--- src/rtl/sfu_ctrl_pkg.sv ---
// Shared types and defaults for the accumulate/ReLU SFU sequencer.
// No logic or latency; no flow control.
package sfu_ctrl_pkg;

  localparam int ADDR_BW_DEF = 11;
  localparam int CNT_BW_DEF  = 8;
  localparam int KIJ_BW_DEF  = 4;

  // SRAM enables are active-low
  localparam logic CEN_ON  = 1'b0;
  localparam logic CEN_OFF = 1'b1;

  typedef enum logic [2:0] {
    S_IDLE,
    S_READ,
    S_GAP,
    S_FLUSH,
    S_WRITE,
    S_FIN
  } state_e;

endpackage

--- src/rtl/sfu_addr_gen.sv ---
// Psum row/pixel pointers: address visible the cycle after load/step/next_pix.
// No backpressure; the controller strobes one command per cycle.
module sfu_addr_gen
  import sfu_ctrl_pkg::*;
#(
  parameter int ADDR_BW = ADDR_BW_DEF,
  parameter int CNT_BW  = CNT_BW_DEF
) (
  input  logic               clk,
  input  logic               reset_n,
  input  logic               load_i,
  input  logic [ADDR_BW-1:0] base_i,
  input  logic [CNT_BW-1:0]  stride_i,
  input  logic               step_i,
  input  logic               next_pix_i,
  output logic [ADDR_BW-1:0] addr_o,
  output logic [CNT_BW-1:0]  pix_o
);

  logic [ADDR_BW-1:0] row_q, row_d;
  logic [ADDR_BW-1:0] pix_ptr_q, pix_ptr_d;
  logic [CNT_BW-1:0]  pix_q, pix_d;
  logic [ADDR_BW-1:0] stride_ext;

  assign stride_ext = ADDR_BW'(stride_i);

  // row pointer walks base+o+k*N by repeated adds; all sums wrap
  always_comb begin
    row_d     = row_q;
    pix_ptr_d = pix_ptr_q;
    pix_d     = pix_q;
    if (load_i) begin
      row_d     = base_i;
      pix_ptr_d = base_i;
      pix_d     = '0;
    end else if (next_pix_i) begin
      row_d     = pix_ptr_q + ADDR_BW'(1);
      pix_ptr_d = pix_ptr_q + ADDR_BW'(1);
      pix_d     = pix_q + CNT_BW'(1);
    end else if (step_i) begin
      row_d = row_q + stride_ext;
    end
  end

  always_ff @(posedge clk or negedge reset_n) begin
    if (!reset_n) begin
      row_q     <= '0;
      pix_ptr_q <= '0;
      pix_q     <= '0;
    end else begin
      row_q     <= row_d;
      pix_ptr_q <= pix_ptr_d;
      pix_q     <= pix_d;
    end
  end

  assign addr_o = row_q;
  assign pix_o  = pix_q;

endmodule

--- src/rtl/sfu_seq_ctrl.sv ---
// Sequences psum reads, SFU accumulate and output writes per pixel; first read 1 cycle after start.
// No backpressure: memories and SFU are fixed-latency; start while busy is ignored.
module sfu_seq_ctrl
  import sfu_ctrl_pkg::*;
#(
  parameter int ADDR_BW = ADDR_BW_DEF,
  parameter int CNT_BW  = CNT_BW_DEF,
  parameter int KIJ_BW  = KIJ_BW_DEF
) (
  input  logic               clk,
  input  logic               reset_n,
  input  logic               start,
  input  logic [KIJ_BW-1:0]  n_kij,
  input  logic [CNT_BW-1:0]  n_onij,
  input  logic [ADDR_BW-1:0] pmem_base,
  input  logic [ADDR_BW-1:0] omem_base,
  output logic               busy,
  output logic               done,
  output logic               pmem_cen,
  output logic [ADDR_BW-1:0] pmem_addr,
  output logic               sfu_acc,
  output logic               omem_cen,
  output logic               omem_wen,
  output logic [ADDR_BW-1:0] omem_addr
);

  state_e             state_q, state_d;
  logic [KIJ_BW-1:0]  k_q, k_d, nk_q, nk_d;
  logic [CNT_BW-1:0]  nn_q, nn_d;
  logic [ADDR_BW-1:0] pbase_q, pbase_d, obase_q, obase_d;
  logic               pend_q, pend_d;
  logic               acc_q;
  logic [1:0]         wr_q;
  logic [ADDR_BW-1:0] oa_pipe_q, oa_q;
  logic               ld, step, nxt, go;
  logic [KIJ_BW-1:0]  req_k;
  logic [CNT_BW-1:0]  req_n;
  logic [ADDR_BW-1:0] req_pb, req_ob;
  logic [CNT_BW-1:0]  pix;
  logic [ADDR_BW-1:0] rd_addr;

  // a start seen in FIN is held over so back-to-back jobs are accepted
  assign go     = start | pend_q;
  assign req_k  = pend_q ? nk_q    : n_kij;
  assign req_n  = pend_q ? nn_q    : n_onij;
  assign req_pb = pend_q ? pbase_q : pmem_base;
  assign req_ob = pend_q ? obase_q : omem_base;

  always_comb begin
    state_d = state_q;
    k_d     = k_q;
    nk_d    = nk_q;
    nn_d    = nn_q;
    pbase_d = pbase_q;
    obase_d = obase_q;
    pend_d  = 1'b0;
    ld      = 1'b0;
    step    = 1'b0;
    nxt     = 1'b0;
    case (state_q)
      S_IDLE: begin
        if (go) begin
          nk_d    = req_k;
          nn_d    = req_n;
          pbase_d = req_pb;
          obase_d = req_ob;
          k_d     = '0;
          if (req_k == '0 || req_n == '0) begin
            state_d = S_FIN;
          end else begin
            ld      = 1'b1;
            state_d = S_READ;
          end
        end
      end
      S_READ: begin
        step = 1'b1;
        if (k_q == nk_q - KIJ_BW'(1)) begin
          k_d     = '0;
          state_d = S_GAP;
        end else begin
          k_d = k_q + KIJ_BW'(1);
        end
      end
      S_GAP: begin
        k_d = '0;
        if (pix < nn_q - CNT_BW'(1)) begin
          nxt     = 1'b1;
          state_d = S_READ;
        end else begin
          state_d = S_FLUSH;
        end
      end
      S_FLUSH: state_d = S_WRITE;
      S_WRITE: state_d = S_FIN;
      S_FIN: begin
        state_d = S_IDLE;
        if (start) begin
          pend_d  = 1'b1;
          nk_d    = n_kij;
          nn_d    = n_onij;
          pbase_d = pmem_base;
          obase_d = omem_base;
        end
      end
      default: state_d = S_IDLE;
    endcase
  end

  always_ff @(posedge clk or negedge reset_n) begin
    if (!reset_n) begin
      state_q <= S_IDLE;
      k_q     <= '0;
      nk_q    <= '0;
      nn_q    <= '0;
      pbase_q <= '0;
      obase_q <= '0;
      pend_q  <= 1'b0;
    end else begin
      state_q <= state_d;
      k_q     <= k_d;
      nk_q    <= nk_d;
      nn_q    <= nn_d;
      pbase_q <= pbase_d;
      obase_q <= obase_d;
      pend_q  <= pend_d;
    end
  end

  sfu_addr_gen #(
    .ADDR_BW(ADDR_BW),
    .CNT_BW (CNT_BW)
  ) u_addr_gen (
    .clk       (clk),
    .reset_n   (reset_n),
    .load_i    (ld),
    .base_i    (req_pb),
    .stride_i  (nn_q),
    .step_i    (step),
    .next_pix_i(nxt),
    .addr_o    (rd_addr),
    .pix_o     (pix)
  );

  // psum data lands one cycle after the read; the write trails GAP by two
  always_ff @(posedge clk or negedge reset_n) begin
    if (!reset_n) begin
      acc_q     <= 1'b0;
      wr_q      <= 2'b00;
      oa_pipe_q <= '0;
      oa_q      <= '0;
    end else begin
      acc_q <= (state_q == S_READ);
      wr_q  <= {wr_q[0], (state_q == S_GAP)};
      if (state_q == S_GAP) oa_pipe_q <= obase_q + ADDR_BW'(pix);
      if (wr_q[0]) oa_q <= oa_pipe_q;
    end
  end

  assign busy      = (state_q == S_READ) || (state_q == S_GAP) ||
                     (state_q == S_FLUSH) || (state_q == S_WRITE);
  assign done      = (state_q == S_FIN);
  assign pmem_cen  = (state_q == S_READ) ? CEN_ON : CEN_OFF;
  assign pmem_addr = rd_addr;
  assign sfu_acc   = acc_q;
  assign omem_cen  = wr_q[1] ? CEN_ON : CEN_OFF;
  assign omem_wen  = wr_q[1] ? CEN_ON : CEN_OFF;
  assign omem_addr = oa_q;

endmodule

--- config.mk ---
export PLATFORM = sky130hd
export DESIGN_NAME = sfu_seq_ctrl
export DESIGN_NICKNAME = d
export VERILOG_FILES = /design/src/rtl/sfu_ctrl_pkg.sv /design/src/rtl/sfu_addr_gen.sv /design/src/rtl/sfu_seq_ctrl.sv
export SDC_FILE = /design/constraint.sdc
export NUM_CORES = 1
export LEC_CHECK = 0
export ABC_AREA = 1
export ABC_CLOCK_PERIOD_IN_PS = 8200
export BUFFER_PORTS_ARGS = -buffer_cell sky130_fd_sc_hd__buf_2
export CORE_UTILIZATION = 35
export CTS_CLUSTER_SIZE = 10
export DETAILED_ROUTE_END_ITERATION = 8
export GPL_ROUTABILITY_DRIVEN = 0
export PLACE_DENSITY = 0.54
export SLEW_MARGIN = 20
export SYNTH_ARGS = -nofsm -noshare
export SYNTH_HDL_FRONTEND = slang
export SYNTH_SLANG_ARGS = --single-unit
--- constraint.sdc ---
create_clock -name clk -period 8.2 [get_ports clk]
set_clock_uncertainty 0.2 [all_clocks]
set_input_delay 0.82 -clock clk [delete_from_list [all_inputs] [get_ports clk]]
set_output_delay 0.82 -clock clk [all_outputs]
set_load 0.005 [all_outputs]
==> results of run 1 <==
==> critical path: cells and delay by family, from the launching register on <==
| family | cells | cell delay, ps |
|---|---|---|
| and+or+nand+nor | 7 | 1810 |
| DFF | 1 | 400 |
| xor gates and xnor gates | 1 | 170 |
| adders and majority gates | 2 | 450 |
| AOI/OAI and AO/OA | 1 | 130 |
| buffers and inverters | 1 | 150 |
==> how the worst max path moves through the flow <==
stage / to / slack (ps) / cells after the start
final: u_addr_gen.pix_ptr_q[0]$_DFFE_PN0P_ / 4760 / 12
after global placement: u_addr_gen.pix_ptr_q[0]$_DFFE_PN0P_ / 4900 / 12
after floorplan: u_addr_gen.pix_o[5]$_DFFE_PN0P_ / 5420 / 15
after global routing: u_addr_gen.pix_ptr_q[0]$_DFFE_PN0P_ / 4470 / 12
after CTS: u_addr_gen.pix_ptr_q[0]$_DFFE_PN0P_ / 4750 / 12
after detailed placement: u_addr_gen.pix_ptr_q[0]$_DFFE_PN0P_ / 4750 / 12
==> logic make-up (layout without fill, tap and decap cells) <==
| logic type | count (synthesis) | after routing | share of synthesized area |
|---|---|---|---|
| compound gates | 108 | 108 | 0.1064 |
| flops | 97 | 97 | 0.3971 |
| xor+xnor | 31 | 31 | 0.04441 |
| fa+ha+maj | 30 | 30 | 0.06386 |
| mux | 18 | 18 | 0.03316 |
| buf+inv | 112 | 173 | 0.07716 |
| simple gates | 387 | 387 | 0.2779 |
==> per-layer routing <==
layer	share of wire	vias up
met4	0.0087	0
li1	-	2688
met1	0.52	2358
met2	0.43	80
met5	0	-
met3	0.041	12
==> cells in the final DEF (no fill, tap or decap), types with 20 or more instances in the layout <==
| cell | instances |
|---|---|
| o21ai_0 | 31 |
| inv_1 | 81 |
| nand4_1 | 20 |
| xor2_1 | 24 |
| nor2_1 | 68 |
| a21oi_1 | 23 |
| ha_1 | 28 |
| dfrtp_1 | 97 |
| buf_2 | 63 |
| nand3_1 | 41 |
| nand2_1 | 229 |
==> per-stage QoR <==
step	hold slack, ps	setup slack (ps)	utilization	total power [mW]
finish	193.0	4755	0.4107	2.623
global route	216.6	4470	0.4107	2.898
CTS	199.3	4755	0.4107	2.652
detailed placement	267.8	4754	0.3927	2.204
global placement	262.2	4896	0.3927	2.195
floorplan	180.2	5424	-	1.851
==> registers in the layout (all words and copies together), names as in the netlist <==
| register | cells |
|---|---|
| oa_pipe_q | 11 |
| obase_q | 11 |
| omem_addr | 11 |
| pbase_q | 11 |
| u_addr_gen.addr_o | 11 |
| u_addr_gen.pix_ptr_q | 11 |
| nn_q | 8 |
| u_addr_gen.pix_o | 8 |
| k_q | 4 |
| nk_q | 4 |
| state_q | 3 |
| wr_q | 2 |
| pend_q | 1 |
| sfu_acc | 1 |
==> where the power goes <==
part           internal, mW  switching, mW  total, mW
Clock                 0.217          0.218      0.436
Combinational         0.516          0.788       1.30
Sequential            0.695          0.189      0.883
Total                  1.43           1.19       2.62
==> cell type report <==
type                            count  area, µm²  area share
Multi-Input combinational cell    574       3214      0.4653
Sequential cell                    97       2427      0.3514
Timing Repair Buffer               68      352.8     0.05108
Inverter                           89      334.1     0.04836
Tap cell                          220      275.3     0.03985
Clock buffer                        9      225.2     0.03260
Clock inverter                      7      78.83     0.01141
==> flow_metrics.env, run 1 <==
export IMPL_status="finished, final reports clean"
export IMPL_grt_pass1_wl_mm=24.71
export IMPL_synth_area_per_cell_um2=7.808
export IMPL_setup_violations=0
export IMPL_worst_path_max_fanout=23
export IMPL_die_h_um=134.2
export IMPL_period_share=0.4201
export IMPL_path_class="reg2reg"
export IMPL_critPathArrivalTime_ps=3470
export IMPL_synth_edff_count=0
export IMPL_avgViaCountPerCell=4.829
export IMPL_slew_headroom=0.4413
export IMPL_synth_top_flop_cell="dfrtp_1"
export IMPL_cts_tree="yes"
export IMPL_drive_above_1_share=0.1517
export IMPL_post_dp_cell_area_um2=6604
export IMPL_min_period_ps=3445
export IMPL_rsz0062_at_grt="false"
export IMPL_synthTopCellsByCount="nand2_1 (229), dfrtp_1 (97), inv_1 (81), nor2_1 (68), nand3_1 (41)"
export IMPL_vdd_drop_max_mv=0.1583
export IMPL_io_pin_count=65
export IMPL_r2r_end="u_addr_gen.pix_ptr_q[0]$_DFFE_PN0P_"
export IMPL_synth_async_sr_flop_share=1.000
export IMPL_finalHoldViolCount=0
export IMPL_tns_ps=0
export IMPL_routed_wl_mm=14.94
export IMPL_hp_class="in2async"
export IMPL_syn_inst=783
export IMPL_critPathSlowestCell="nand2_1"
export IMPL_root_buffer="clkbuf_16"
export IMPL_cts_max_level=3
export IMPL_nets=906
export IMPL_grt_max_degree=69
export IMPL_drtIter0Drc=250
export IMPL_first_global_vias=4818
export IMPL_antenna_cells=0
export IMPL_grt_busiest_layer="met2"
export IMPL_synth_area_top_cells="dfrtp_1 (40%), nand2_1 (14%), ha_1 (5.7%)"
export IMPL_yosys_cell_types_count=39
export IMPL_wl_per_cell_um=14.04
export IMPL_hpwl_mm=11.26
export IMPL_die_w_um=134.2
export IMPL_cts_max_path_buffers=2
export IMPL_crit_required_ps=8230
export IMPL_drcViolationCount=0
export IMPL_grt_remaining_overflow=0
export IMPL_ctsResizeCount=0
export IMPL_hold_buffers=0
export IMPL_syn2layout_area_growth_pct=13.00
export IMPL_p_leak_nw=3.501
export IMPL_design_area_um2=6908
export IMPL_postCtsSetupRepairBufs=0
export IMPL_yosysTopAreaCell="dfrtp_1"
export IMPL_maxSlewViolCount=0
export IMPL_portBuffers=64
export IMPL_fmax_mhz=290.3
export IMPL_core_area_um2=16820
export IMPL_antenna_found_initial=0
export IMPL_post_synth_top_count_cell="nand2_1"
export IMPL_fill_cells=1786
export IMPL_ys_ff_latch=97
export IMPL_yosysWarnings=0
export IMPL_clkLatencyLatePin_ps=360
export IMPL_grt_use_met2=0.2706
export IMPL_dp_cells=1048
export IMPL_synth_top_cell_area_share=0.3971
export IMPL_reg2reg_from="nn_q[0]$_DFFE_PN0P_"
export IMPL_drv_cap=0
export IMPL_start_util=0.3635
export IMPL_cpPeakStageDelay_ps=500
export IMPL_final_cells=1064
export IMPL_critPathCaptureType="register"
export IMPL_use_met3=0.04119
export IMPL_r2r_slack_ps=4760
export IMPL_die_area_um2=18000
export IMPL_synth_nets=850
export IMPL_use_met1=0.2532
export IMPL_startpoint_type="register"
export IMPL_crit_path_start="nn_q[0]$_DFFE_PN0P_"
export IMPL_tightest_slew_ps=838.1
export IMPL_fp_row_count=47
export IMPL_grtUsageTotal=0.1772
export IMPL_cts_buffers=9
export IMPL_reg2regPathDepth=12
export IMPL_dr_pass1_iters=4
export IMPL_cts_sinks=97
export IMPL_powerDensity_nw_per_um2=379.7
export IMPL_vias=5138
export IMPL_yosysSeqAreaShare=0.3971
export IMPL_netlist_area_um2=6113
export IMPL_crit_chain="inv_1 -> ha_1 -> nand3_1 -> nor3_1 -> xor2_1 -> ha_1 -> nand2_1 -> nor2_1 -> nor3_2 -> nand3_4 -> nand2_1 -> o21ai_0"
export IMPL_ant_nets=0
export IMPL_clk_pin_slew_ps=80
(Power assumes the default switching activity.)
==> run 2: changes to the inputs <==
- ABC_CLOCK_PERIOD_IN_PS: 8200 -> 3000
- PLACE_DENSITY: 0.54 -> 0.56
- clock period: 8.2 -> 3 ns (I/O delays scaled with it)
==> flow_metrics.env, run 2 (synthesis gave the netlist of run 1 again) <==
export IMPL_maxSlewViolCount=0
export IMPL_routed_wl_mm=14.78
export IMPL_die_area_um2=18000
export IMPL_dr_pass1_iters=5
export IMPL_antenna_found_initial=0
export IMPL_crit_buf_inv=3
export IMPL_drcViolationCount=0
export IMPL_nets=930
export IMPL_crit_path_start="nn_q[1]$_DFFE_PN0P_"
export IMPL_path_class="reg2reg"
export IMPL_finalWorstSetupSlack_ps=236.8
export IMPL_powerDensity_nw_per_um2=1010
export IMPL_crit_chain="inv_2 -> ha_2 -> nand3_1 -> nor3_2 -> xor2_1 -> ha_1 -> nand2_1 -> nor2_1 -> nor3_2 -> buf_4 -> nand4_1 -> nand2_1 -> inv_1 -> a21oi_1"
export IMPL_min_period_ps=2763
export IMPL_die_h_um=134.2
export IMPL_cpPeakStageDelay_ps=450
export IMPL_critPathArrivalTime_ps=2830
export IMPL_grt_pass1_wl_mm=24.71
export IMPL_portBuffers=64
export IMPL_crit_required_ps=3060
export IMPL_io_pin_count=65
export IMPL_reg2regPathDepth=14
export IMPL_cts_buffers=9
export IMPL_core_area_um2=16820
export IMPL_final_common_cell="nand2_1"
export IMPL_final_cell_mix="nand2_1 (229), dfrtp_1 (96), inv_1 (79)"
export IMPL_critPathCaptureType="register"
export IMPL_rsz0062_at_grt="true"
export IMPL_die_w_um=134.2
export IMPL_fmax_mhz=361.9
export IMPL_hp_class="in2reg"
export IMPL_startpoint_type="register"
export IMPL_first_global_vias=4910
export IMPL_antenna_cells=0
export IMPL_tns_ps=0
export IMPL_grt_max_degree=54
export IMPL_grtUsageTotal=0.1746
export IMPL_drtIter0Drc=274
export IMPL_clkLatencyLatePin_ps=350
export IMPL_clk_pin_slew_ps=80
export IMPL_slew_headroom=0.5249
export IMPL_cts_max_level=3
export IMPL_tightest_slew_ps=712.7
export IMPL_hold_path_end="pbase_q[5]$_DFFE_PN0P_"
export IMPL_critPathSlowestCell="dfrtp_2"
export IMPL_crit_family="simple AND/OR/NAND/NOR gates"
export IMPL_finalHoldViolCount=0
export IMPL_cts_sinks=97
export IMPL_p_leak_nw=3.598
export IMPL_r2r_slack_ps=240
export IMPL_wl_per_cell_um=13.58
export IMPL_dp_worst_setup_slack_ps=99.94
export IMPL_post_dp_cell_area_um2=6656
export IMPL_syn2layout_area_growth_pct=16.74
export IMPL_cts_tree="yes"
export IMPL_final_cells=1088
export IMPL_vdd_drop_max_mv=0.3308
export IMPL_root_buffer="clkbuf_16"
export IMPL_drv_cap=0
export IMPL_vias=5270
export IMPL_status="finished, final reports clean"
export IMPL_worst_path_max_fanout=8
export IMPL_drive_above_1_share=0.1659
export IMPL_hp_start="pmem_base[5]"
export IMPL_period_share=0.9211
export IMPL_r2r_end="u_addr_gen.addr_o[2]$_DFFE_PN0P_"
export IMPL_setup_violations=0
export IMPL_design_area_um2=7137
export IMPL_cts_max_path_buffers=2
export IMPL_hpwl_mm=11.05
export IMPL_fp_row_count=47
export IMPL_grt_remaining_overflow=0
export IMPL_avgViaCountPerCell=4.844
export IMPL_dp_cells=1055
export IMPL_min_path_cells=3
export IMPL_reg2reg_from="nn_q[1]$_DFFE_PN0P_"
export IMPL_start_util=0.3635
export IMPL_ant_nets=0
[run 2: worst register-to-register path, delay by kind of cell, from the launching register on]
family,cells,cell delay [ps]
AOI/OAI and AO/OA,1,220
buffers and inverters,3,390
adders and majority gates,2,420
DFF,1,450
and+or+nand+nor,7,840
xor gates and xnor gates,1,160
[run 2: timing repair]
item                                   4_1_cts  5_1_grt
endpoints found under the hold margin       64        0
setup endpoints to repair                    0       17
resized for setup                            0        8
setup buffers                                0        3
hold buffers                                14        0
[run 2: how the worst max path moves through the flow]
stage / to / slack, ps / cells after the start
floorplan: u_addr_gen.pix_o[5]$_DFFE_PN0P_ / 220 / 15
global placement: u_addr_gen.addr_o[10]$_DFFE_PN0P_ / 180 / 15
detailed placement: u_addr_gen.addr_o[8]$_DFFE_PN0P_ / 100 / 15
CTS: u_addr_gen.addr_o[8]$_DFFE_PN0P_ / 80 / 15
global route: u_addr_gen.addr_o[8]$_DFFE_PN0P_ / 20 / 15
finish: u_addr_gen.addr_o[2]$_DFFE_PN0P_ / 240 / 14
[run 2: metal layers]
layer	GRT usage	share of wire
met5	0	0
met4	0.06055	0.015
met3	0.02268	0.029
met2	0.2651	0.43
met1	0.2543	0.53
[run 2: area by class of cell]
class,count,area (µm²)
Fill cell,1772,9682
Multi-Input combinational cell,574,3222
Sequential cell,97,2429
Timing Repair Buffer,92,575.6
Inverter,89,337.8
Tap cell,220,275.3
Clock buffer,9,225.2
Clock inverter,7,72.57
[run 2: per-stage QoR]
stage	utilization	hold slack, ps	power [mW]
floorplan	-	-195.6	5.059
finish	0.4243	15.08	7.211
global route	0.4243	29.54	7.967
detailed placement	0.3958	202.6	6.025
global placement	0.3958	202.7	5.994
CTS	0.4218	2.677	7.241
[run 2: report_power, final]
part	total [mW]	internal, mW	leakage (nW)	switching, mW
Combinational	3.64	1.47	2.27	2.17
Clock	1.17	0.589	0.143	0.577
Sequential	2.40	1.90	1.19	0.502
Total	7.21	3.96	3.60	3.25
==> run 3: changes to the inputs <==
- ABC_AREA: 1 -> not set
==> flow_metrics.env, run 3 <==
export IMPL_yosys_cell_types_count=53
export IMPL_hpwl_mm=9.508
export IMPL_critPathArrivalTime_ps=3230
export IMPL_grtUsageTotal=0.1764
export IMPL_p_leak_nw=3.119
export IMPL_fmax_mhz=316.4
export IMPL_use_met3=0.03374
export IMPL_grt_pass1_wl_mm=22.12
export IMPL_core_area_um2=15150
export IMPL_synth_edff_count=0
export IMPL_rsz0062_at_grt="true"
export IMPL_regArea_um2=2427
export IMPL_yosysWarnings=0
export IMPL_drv_cap=0
export IMPL_multi_input_area_um2=3032
export IMPL_grt_use_met2=0.3143
export IMPL_slew_headroom=0.4122
export IMPL_critPathCaptureType="register"
export IMPL_cts_buffers=9
export IMPL_reg2regPathDepth=11
export IMPL_startpoint_type="register"
export IMPL_vdd_drop_max_mv=0.4726
export IMPL_cts_max_path_buffers=2
export IMPL_grt_busiest_layer="met2"
export IMPL_final_common_cell="dfrtp_1"
export IMPL_final_cells=829
export IMPL_final_cell_mix="dfrtp_1 (97), buf_2 (63), nand2_1 (43)"
export IMPL_finalWorstSetupSlack_ps=-160.1
export IMPL_nets=703
export IMPL_powerDensity_nw_per_um2=1059
export IMPL_wl_per_cell_um=16.10
export IMPL_synth_area_top_cells="dfrtp_1 (45%), mux2_2 (8.5%), ha_1 (6.5%)"
export IMPL_min_path_cells=2
export IMPL_clkLatencyLatePin_ps=350
export IMPL_root_buffer="clkbuf_16"
export IMPL_first_global_vias=4455
export IMPL_synth_async_sr_flop_share=1.000
export IMPL_finalHoldViolCount=0
export IMPL_cts_max_level=3
export IMPL_post_synth_top_count_cell="dfrtp_1"
export IMPL_die_area_um2=15970
export IMPL_path_class="reg2reg"
export IMPL_antenna_cells=0
export IMPL_period_share=1.053
export IMPL_start_util=0.3575
export IMPL_ant_nets=0
export IMPL_ys_ff_latch=97
export IMPL_grt_max_degree=66
export IMPL_routed_wl_mm=13.35
export IMPL_synth_area_per_cell_um2=10.53
export IMPL_synth_top_flop_cell="dfrtp_1"
export IMPL_die_w_um=126.4
export IMPL_status="complete, but fails checks"
export IMPL_io_pin_count=65
export IMPL_synth_nets=581
export IMPL_post_route_util=0.4586
export IMPL_hp_class="in2reg"
export IMPL_dr_pass1_iters=4
export IMPL_finalPower_mw=7.353
export IMPL_synth_top_cell_area_share=0.4483
export IMPL_clk_pin_slew_ps=70
export IMPL_dp_worst_setup_slack_ps=-315.6
export IMPL_fp_row_count=45
export IMPL_cts_sinks=97
export IMPL_syn2layout_area_growth_pct=28.29
export IMPL_min_period_ps=3160
export IMPL_worst_path_max_fanout=8
export IMPL_yosysTopAreaCell="dfrtp_1"
export IMPL_violations="setup timing"
export IMPL_maxSlewViolCount=0
export IMPL_crit_required_ps=3070
export IMPL_fill_cells=1393
export IMPL_cts_tree="yes"
export IMPL_drcViolationCount=0
export IMPL_drtIter0Drc=184
export IMPL_vias=4243
export IMPL_setup_violations=24
export IMPL_use_met1=0.2151
export IMPL_syn_inst=514
export IMPL_antenna_found_initial=0
export IMPL_grt_remaining_overflow=0
export IMPL_synthTopCellsByCount="dfrtp_1 (97), nand2_1 (47), mux2_2 (41), nor2_1 (33), xnor2_1 (32)"
export IMPL_yosysSeqAreaShare=0.4483
export IMPL_netlist_area_um2=5414
export IMPL_portBuffers=64
export IMPL_tightest_slew_ps=870.3
export IMPL_dp_cells=775
export IMPL_tns_ps=-2039
export IMPL_drive_above_1_share=0.3229
export IMPL_avgViaCountPerCell=5.118
export IMPL_die_h_um=126.4
[run 3: cell count changes after synthesis, sizes merged, moves of 15 or more]
cell    before  now
o211ai      21    5
xnor2        7   32
nand3       45   16
nand2      231   47
inv         88   17
a31oi       15    0
nor2        73   34
nand4       20    4
mux2        18   41
[run 3: worst paths after layout]
path | startpoint | to | slack (ps)
worst min-delay path | omem_base[2] | obase_q[2]$_DFFE_PN0P_ | 10
worst max register to register | nn_q[2]$_DFFE_PN0P_ | u_addr_gen.addr_o[10]$_DFFE_PN0P_ | -160
worst max-delay path | nn_q[2]$_DFFE_PN0P_ | u_addr_gen.addr_o[10]$_DFFE_PN0P_ | -160
min in group asynchronous | reset_n | wr_q[1]$_DFF_PN0_ | 400
worst min register to register | oa_pipe_q[10]$_DFFE_PN0P_ | oa_pipe_q[10]$_DFFE_PN0P_ | 280
max in group asynchronous | reset_n | u_addr_gen.pix_ptr_q[10]$_DFFE_PN0P_ | 1510
[run 3: per-stage QoR]
step	instance area, µm²	hold slack [ps]
floorplan	5436	-195.6
global placement	6077	259.4
global route	6945	3.575
CTS	6785	0.4821
detailed placement	6077	268.7
finish	6945	9.912
[run 3: logic make-up (layout without fill, tap and decap cells)]
kind of cell,after synthesis,after routing,synth area share
AO/OA/AOI/OAI,112,112,0.1340
XOR/XNOR,43,43,0.06956
adder cells (fa/ha/maj),30,30,0.07211
buffers and inverters,36,161,0.03674
flip-flops,97,97,0.4483
multiplexers,51,51,0.1038
AND/OR/NAND/NOR,145,147,0.1354
[run 3: final cells by class]
type                       count  area share
clock buffer                  11     0.03495
sequential                    97      0.3495
tap                          188     0.03387
timing repair buffer         128      0.1315
multi-input combinational    383      0.4365
clock inverter                 5    0.004504
inverter                      17    0.009188
[run 3: what timing repair did]
action                                 4_1_cts  5_1_grt
pin swaps                                   11        8
buffers inserted                             5        4
setup endpoints to repair                   28       30
hold buffers                                27        0
resized for setup                           22       28
gates cloned                                 2        0
endpoints found under the hold margin       90        0
[run 3: where the power goes]
part / internal, mW / switching [mW]
combinational: 1.90 / 1.95
sequential: 1.89 / 0.527
clock: 0.582 / 0.504
total: 4.38 / 2.98
[run 3: per-layer routing]
| metal | part of all wire | up-vias | wire [µm] |
|---|---|---|---|
| li1 | - | 2083 | - |
| met4 | 0.018 | 0 | 236 |
| met2 | 0.51 | 85 | 6802 |
| met1 | 0.44 | 2058 | 5892 |
| met5 | 0 | - | 0 |
| met3 | 0.031 | 17 | 418 |
[run 3: critical path, cell delays in order, from the launching register on]
cell and delay, ps:
dfrtp_1 380, or4_4 550, o41a_4 370, nor2_4 100
ha_4 220, nand3_1 110, o211ai_1 120, or3_4 480
buf_6 170, nand3_4 130, o22ai_2 80, nor3_1 180
